## config.mk

```make
export PLATFORM = sky130hd
export DESIGN_NAME = arb_req_mux
export DESIGN_NICKNAME = d
export VERILOG_FILES = /design/src/rtl/arb_req_mux.sv
export SDC_FILE = /design/constraint.sdc
export NUM_CORES = 1
export LEC_CHECK = 0
export CAP_MARGIN = 10
export CORE_MARGIN = 1.5
export CORE_UTILIZATION = 45
export CTS_BUF_LIST = sky130_fd_sc_hd__clkbuf_16
export DETAILED_ROUTE_END_ITERATION = 16
export GPL_TIMING_DRIVEN = 0
export PLACE_DENSITY = 0.75
export SLEW_MARGIN = 10
export SYNTH_ARGS = -nofsm -noshare
export SYNTH_HDL_FRONTEND = slang
export SYNTH_SLANG_ARGS = --single-unit
```

## constraint.sdc

```tcl
create_clock -name clk -period 6.6 [get_ports clk]
set_input_delay 1.32 -clock clk [delete_from_list [all_inputs] [get_ports clk]]
set_output_delay 1.32 -clock clk [all_outputs]
set_load 0.1 [all_outputs]
```

## src/rtl/arb_req_mux.sv

```systemverilog
// arb_req_mux: four per-port FWFT FIFOs feeding a registered output stream, popped by a one-hot arbiter grant.
// Optional ARB_REQ_MUX_GRANT_CHK_EN rejects illegal grants and raises a sticky o_err.
module arb_req_mux #(
  parameter int DW = 8,
  parameter int DEPTH = 4
) (
  input  logic                             clk,
  input  logic                             areset,
  input  logic [4*DW-1:0]                  i_data,
  input  logic [3:0]                       i_valid,
  output logic [3:0]                       o_ready,
  output logic [3:0]                       o_req,
  input  logic [3:0]                       i_grant,
  output logic [DW-1:0]                    o_data,
  output logic [1:0]                       o_src,
  output logic                             o_valid,
  input  logic                             i_ready,
  output logic [4*($clog2(DEPTH)+1)-1:0]   o_level
`ifdef ARB_REQ_MUX_GRANT_CHK_EN
  , output logic                           o_err
`endif
);
  localparam int AW = $clog2(DEPTH);
  localparam int LW = AW + 1;
  logic [DW-1:0] mem [4][DEPTH];
  logic [AW-1:0] wptr [4];
  logic [AW-1:0] rptr [4];
  logic [LW-1:0] level [4];
  logic [3:0] push, pop;
  logic [1:0] sel;
  logic slot_free;
  always_comb begin
    slot_free = !o_valid || i_ready;
    o_ready = '0;
    o_req = '0;
    push = '0;
    o_level = '0;
    for (int p = 0; p < 4; p++) begin
      o_ready[p] = level[p] != LW'(DEPTH);
      o_req[p] = (level[p] != '0) && slot_free;
      push[p] = i_valid[p] && o_ready[p];
      o_level[p*LW +: LW] = level[p];
    end
  end
`ifdef ARB_REQ_MUX_GRANT_CHK_EN
  logic legal, illegal;
  always_comb begin
    legal = (i_grant != 4'd0) && ((i_grant & (i_grant - 4'd1)) == 4'd0) && ((i_grant & ~o_req) == 4'd0);
    illegal = (i_grant != 4'd0) && !legal;
    pop = legal ? i_grant : 4'd0;
  end
  always_ff @(posedge clk or posedge areset)
    if (areset) o_err <= 1'b0;
    else if (illegal) o_err <= 1'b1;
`else
  logic [3:0] hit;
  always_comb begin
    hit = i_grant & o_req;
    pop = hit & (~hit + 4'd1);
  end
`endif
  always_comb sel = pop[3] ? 2'd3 : pop[2] ? 2'd2 : pop[1] ? 2'd1 : 2'd0;
  always_ff @(posedge clk)
    for (int p = 0; p < 4; p++)
      if (push[p]) mem[p][wptr[p]] <= i_data[p*DW +: DW];
  always_ff @(posedge clk or posedge areset)
    if (areset) begin
      for (int p = 0; p < 4; p++) begin
        wptr[p] <= '0;
        rptr[p] <= '0;
        level[p] <= '0;
      end
    end else begin
      for (int p = 0; p < 4; p++) begin
        if (push[p]) wptr[p] <= wptr[p] + AW'(1);
        if (pop[p]) rptr[p] <= rptr[p] + AW'(1);
        level[p] <= level[p] + LW'(push[p]) - LW'(pop[p]);
      end
    end
  always_ff @(posedge clk or posedge areset)
    if (areset) begin
      o_valid <= 1'b0;
      o_data <= '0;
      o_src <= '0;
    end else if (pop != 4'd0) begin
      o_valid <= 1'b1;
      o_data <= mem[sel][rptr[sel]];
      o_src <= sel;
    end else if (i_ready) begin
      o_valid <= 1'b0;
    end
endmodule

```

[After elaboration in Yosys (flattened, before gate mapping)]
Memory sizes are Yosys's and may differ from the RTL's.
Index checks and enable logic that the tools add are counted.
Storage, ports and cells
  logic and storage cells: 103
  register bits after elaboration: 39
  memories: 1
  output and inout port bits: 31
  bits in writable memories: 128
Memory list
  mem: depth 4, bits a word 32, rd ports 1, clocked after Yosys merged registers in 0, wr ports 4, RTL line 25  | logic [DW-1:0] mem [4][DEPTH];
Operators by class
  equal/unequal tests: 4
  bitwise operators: 9
  reductions and logical operators: 20
  $lt $le $gt $ge: 10
  add/subtract/negate cells: 17
  multiplexer cells: 27
Operators by type and width (number)
  $mux W32: 4
  $demux W8 S2: 4
  $mux W8: 6
  $ge A3 B3 Y1 const B: 6
  $not A2 Y3: 6
  $add A2 B1 Y2 const B: 8
  $bmux W8 S2: 1
  $add A3 B1 Y3: 4
  $logic_and A1 B1 Y1: 12
  $lt A3 B1 Y1 const B: 4
  $ne A3 B3 Y1 const B: 4
  $reduce_bool A3 Y1: 4
  $sub A3 B1 Y3: 4
  $and A4 B4 Y4: 2
  $mux W2: 4
  $mux W1: 7
  $add A4 B1 Y4 const B: 1
  $bmux W2 S2: 1
  $not A4 Y4: 1
  $reduce_bool A4 Y1: 1
  $reduce_bool A2 Y1: 1
  $logic_not A1 Y1: 1
  $logic_or A1 B1 Y1: 1

[Longest topological paths before layout]
  depth in word-level cells: 18
  gate-level depth with buffers: 13

[Worst setup path before layout]
Ideal clock, no wire load.
  kind: input -> register
  from: in i_ready
  to: reg level, in the netlist o_level[11]
  data arrival time: 4.131 ns
  buffers on the path: 0
  library setup time: 0.127 ns
  stages on the path: 9
  slack: 2.343 ns
  cells stage by stage: nor2b_1 > nor2_1 > nand2_1 > nor2_1 > xnor2_1 > ha_1 > fa_1 > xnor2_1 > xnor2_1
Between the ends
  word-level cells in the longest chain between the ends: 7
Ends and longest elaborated chain
  start: declaration: RTL line 17  | input logic i_ready,
  $logic_or A1 B1 Y1 (*): RTL line 33  | slot_free = !o_valid || i_ready;
  $logic_and A1 B1 Y1 (*): RTL line 40  | o_req[p] = (level[p] != '0) && slot_free;
  named net o_req[3]: RTL line 12  | output logic [3:0] o_req,
  $and A4 B4 Y4 (*): RTL line 58  | hit = i_grant & o_req;
  $not A4 Y4: RTL line 59  | pop = hit & (~hit + 4'd1);
  $add A4 B1 Y4: RTL line 59
  $and A4 B4 Y4 (*): RTL line 59
  $sub A3 B1 Y3 (*): RTL line 77  | level[p] <= level[p] + LW'(push[p]) - LW'(pop[p]);
  end signal: indexed assignment: RTL line 77
  end: declaration: RTL line 28  | logic [LW-1:0] level [4];
The timed path passes the listed nets; every way through them passes the cells marked *.
A chain may end at the register's enable or synchronous reset.

[Final worst setup path]
  from: in i_ready
  to: out o_req[0]
Between the ends
  word-level cells in the longest chain between the ends: 2
Ends and longest elaborated chain (RTL line)
  $logic_or A1 B1 Y1: 33
  $logic_and A1 B1 Y1: 40
  end: declaration: 12
No other way between the ends.

==> summary.md <==
| Metric | Value |
|---|---|
| Max-cap violations | 0 |
| DP Wirelength | 12500 um |
| Status | completed |
| Post-CTS Setup Bufs | 0 |
| Max-slew headroom | 17.7% |
| Startpoint class of the critical path | primary input |
| Layout cells sized above 1 | between 7 and 8% |
| Area contributors post-synth | edfxtp_1 54%, dfrtp_1 14%, ha_1 4.1% |
| Critical Path End Type | primary output |
| Post-synth top flop | edfxtp_1 |
| Largest net degree at the start of global routing | 26 |
| Max Slew Vio Count | 0 |
| TNS Setup | 0 ns |
| Core ar. | 15300 um^2 |
| Synthesized instance count | 499 |
| Vias/cell | ~5.9 |
| Die area | 16500 um^2 |
| Routed WL | 17900 um |
| Antenna Cells | 0 |
| Clock skew | 0.00672 ns |
| Vias in the first global route | a little under 5000 |
| Crit Path Class | in2out |
| Crit Path Max Fanout | 10 |
| Ports | 74 |
| Synth cell types | 34 |
| Post-CTS sizing | 0 |
| Detailed Route Iter0 Violations | 376 |
| CTS root buf | clkbuf_16 |
| Chip Width | 128 um |
| Max VDD drop | 0.376 mV |
| Sequential share of the synthesized area | ~68% |
| GP Congestion | approximately 0.93 |
| Num rows | 45 |
| Synth warn | 0 |
| Max H-tree Level | 4 |
| Total CTS buffers | 17 |
| Grt total ovfl | 0 |
| Port bufs | 73 |
| First-pass DRT Iterations | 7 |
| Syn Std Cell Area | ~7100 um^2 |
| RSZ-0062 raised after global routing | no |
| Tcrit/Tclk final | 71.3% |
| CTS Buffer Depth | 2 |
| Antenna viol nets, final | 0 |
| Actual slew at the worst max-slew pin | between 1 and 1.5 ns |
| Cell Pwr Density | 527 nW/um^2 |
| Mapped Nets | 569 |
| Leak pwr | 3.14 nW |
| Initial antenna violation count | 0 |
| Yosys top cell area share | 54.4% |
| Hold Crit Class | reg2reg |
| Commonest cells after routing, fill and taps aside | 128 x edfxtp_1, 73 x clkdlybuf4s50_1, 55 x o21ai_0 |
| DR DRC count | 0 |
| Crit path DAT | 3.39 ns |
| Count of final setup violators | 0 |
| Hold buffer count at cts | 0 |
| Final hold violations | 0 |
| EDFF count, synth | 128 |
| Global-route wire length before repair | between 20000 and 30000 um |
| Worst-Skew Late Latency | 0.43 ns |
| TritonCTS Sinks | 167 |
| Fraction of registers with async set/reset | 23.4% |
| Initial Util | 46.3% |
| Post-synth top area cell | edfxtp_1 |
| Vias | 4786 |
| Total global-route track usage | a little under a quarter |
| Seq cells post-synth | 167 |
| Die Height | 128 um |
| Syn-to-layout area delta | 23.1% |
| Avg Cell Area, Syn | 14.2 um^2 |
| Final Util | a little under three fifths |
| Critical Path RT | 5.28 ns |
| Avg WL per Cell | 21.9 um |
| Commonest non-fill, non-tap cell in the layout | edfxtp_1 |
| Tmin final | 4.71 ns |
| Total Nets Final | 662 |
| Max Fclk | 0.212 GHz |
| TritonCTS clock tree | built |
| Clk slew on worst S/H paths | 0.06 ns |
sequential cells by signal (all words and copies together) (netlist names):
register and cells:
o_src 2, o_data 8, wptr 8, o_valid 1
mem 128, rptr 8, o_level 12
metal layers:
layer	vias up	track usage, %	share of wire, %
li1	2098	-	-
met3	69	4.34	7.0
met5	-	0	0
met1	2364	28.9	40
met2	255	36.2	48
met4	0	14.7	5.2
layout make-up:
class                           instances  area (um^2)
Inverter                               24         90.1
Clock buffer                           17          425
Sequential cell                       167         4820
Tap cell                              211          264
Multi-Input combinational cell        284         2050
Timing Repair Buffer                   74          751
Fill cell                            1211         6570
Buffer                                 24          106
Clock inverter                         15          189
where the power goes:
group	internal [mW]	switching, mW	leakage (nW)	total [mW]
clock	0.604	0.421	0.296	1.03
sequential	1.44	0.155	1.63	1.59
combinational	0.542	1.42	1.21	1.96
total	2.59	2.00	3.14	4.58
cell usage after synthesis, drive strengths merged, types with 10 or more instances:
| master | instances |
|---|---|
| o211ai | 32 |
| ha | 23 |
| edfxtp | 128 |
| dfrtp | 39 |
| clkbuf | 16 |
| o21ai | 55 |
| a221oi | 33 |
| nand2 | 48 |
| nor2 | 10 |
| xnor2 | 17 |
| inv | 24 |
| and3 | 18 |
kinds of logic (layout without fill, tap and decap cells):
logic type	Yosys count	in the layout	share of synthesized area (%)
flops	167	167	68.2
buf+inv	48	154	2.78
xor+xnor	21	21	2.60
fa+ha+maj	27	27	5.21
simple gates	100	100	6.72
compound gates	136	136	14.4
per-stage QoR:
stage	hold WS, ns	setup WS [ns]	cells	instance area (um^2)	power, mW
floorplan	0.445	2.34	499	7060	2.98
CTS	0.484	1.89	816	8690	4.58
detailed placement	0.474	1.91	784	8080	3.56
global route	0.508	1.79	816	8690	4.78
finish	0.482	1.89	816	8690	4.58
global placement	0.463	1.91	783	8060	3.49
critical path, cell delays in order:
cell	delay, ns
clkdlybuf4s50_1	0.47
nand2b_1	0.11
buf_2	0.19
and2_1	0.16
clkdlybuf4s50_1	1.13
path summary, 6_finish.rpt:
check                           cells after the start  slack, ns            startpoint                     to
worst max-delay path                                5       1.89               i_ready               o_req[0]
worst min-delay path                                1       0.48   rptr[5]$_DFFE_PP0P_    rptr[5]$_DFFE_PP0P_
worst max register to register                     11       3.38  o_level[4]$_DFF_PP0_   o_level[5]$_DFF_PP0_
worst min register to register                      1       0.48   rptr[5]$_DFFE_PP0P_    rptr[5]$_DFFE_PP0P_
max in group asynchronous                           3       4.92                areset  o_data[7]$_DFFE_PP0P_
min in group asynchronous                           2       1.20                areset  o_data[5]$_DFFE_PP0P_
Note: power is estimated with default switching activity, not from simulation.
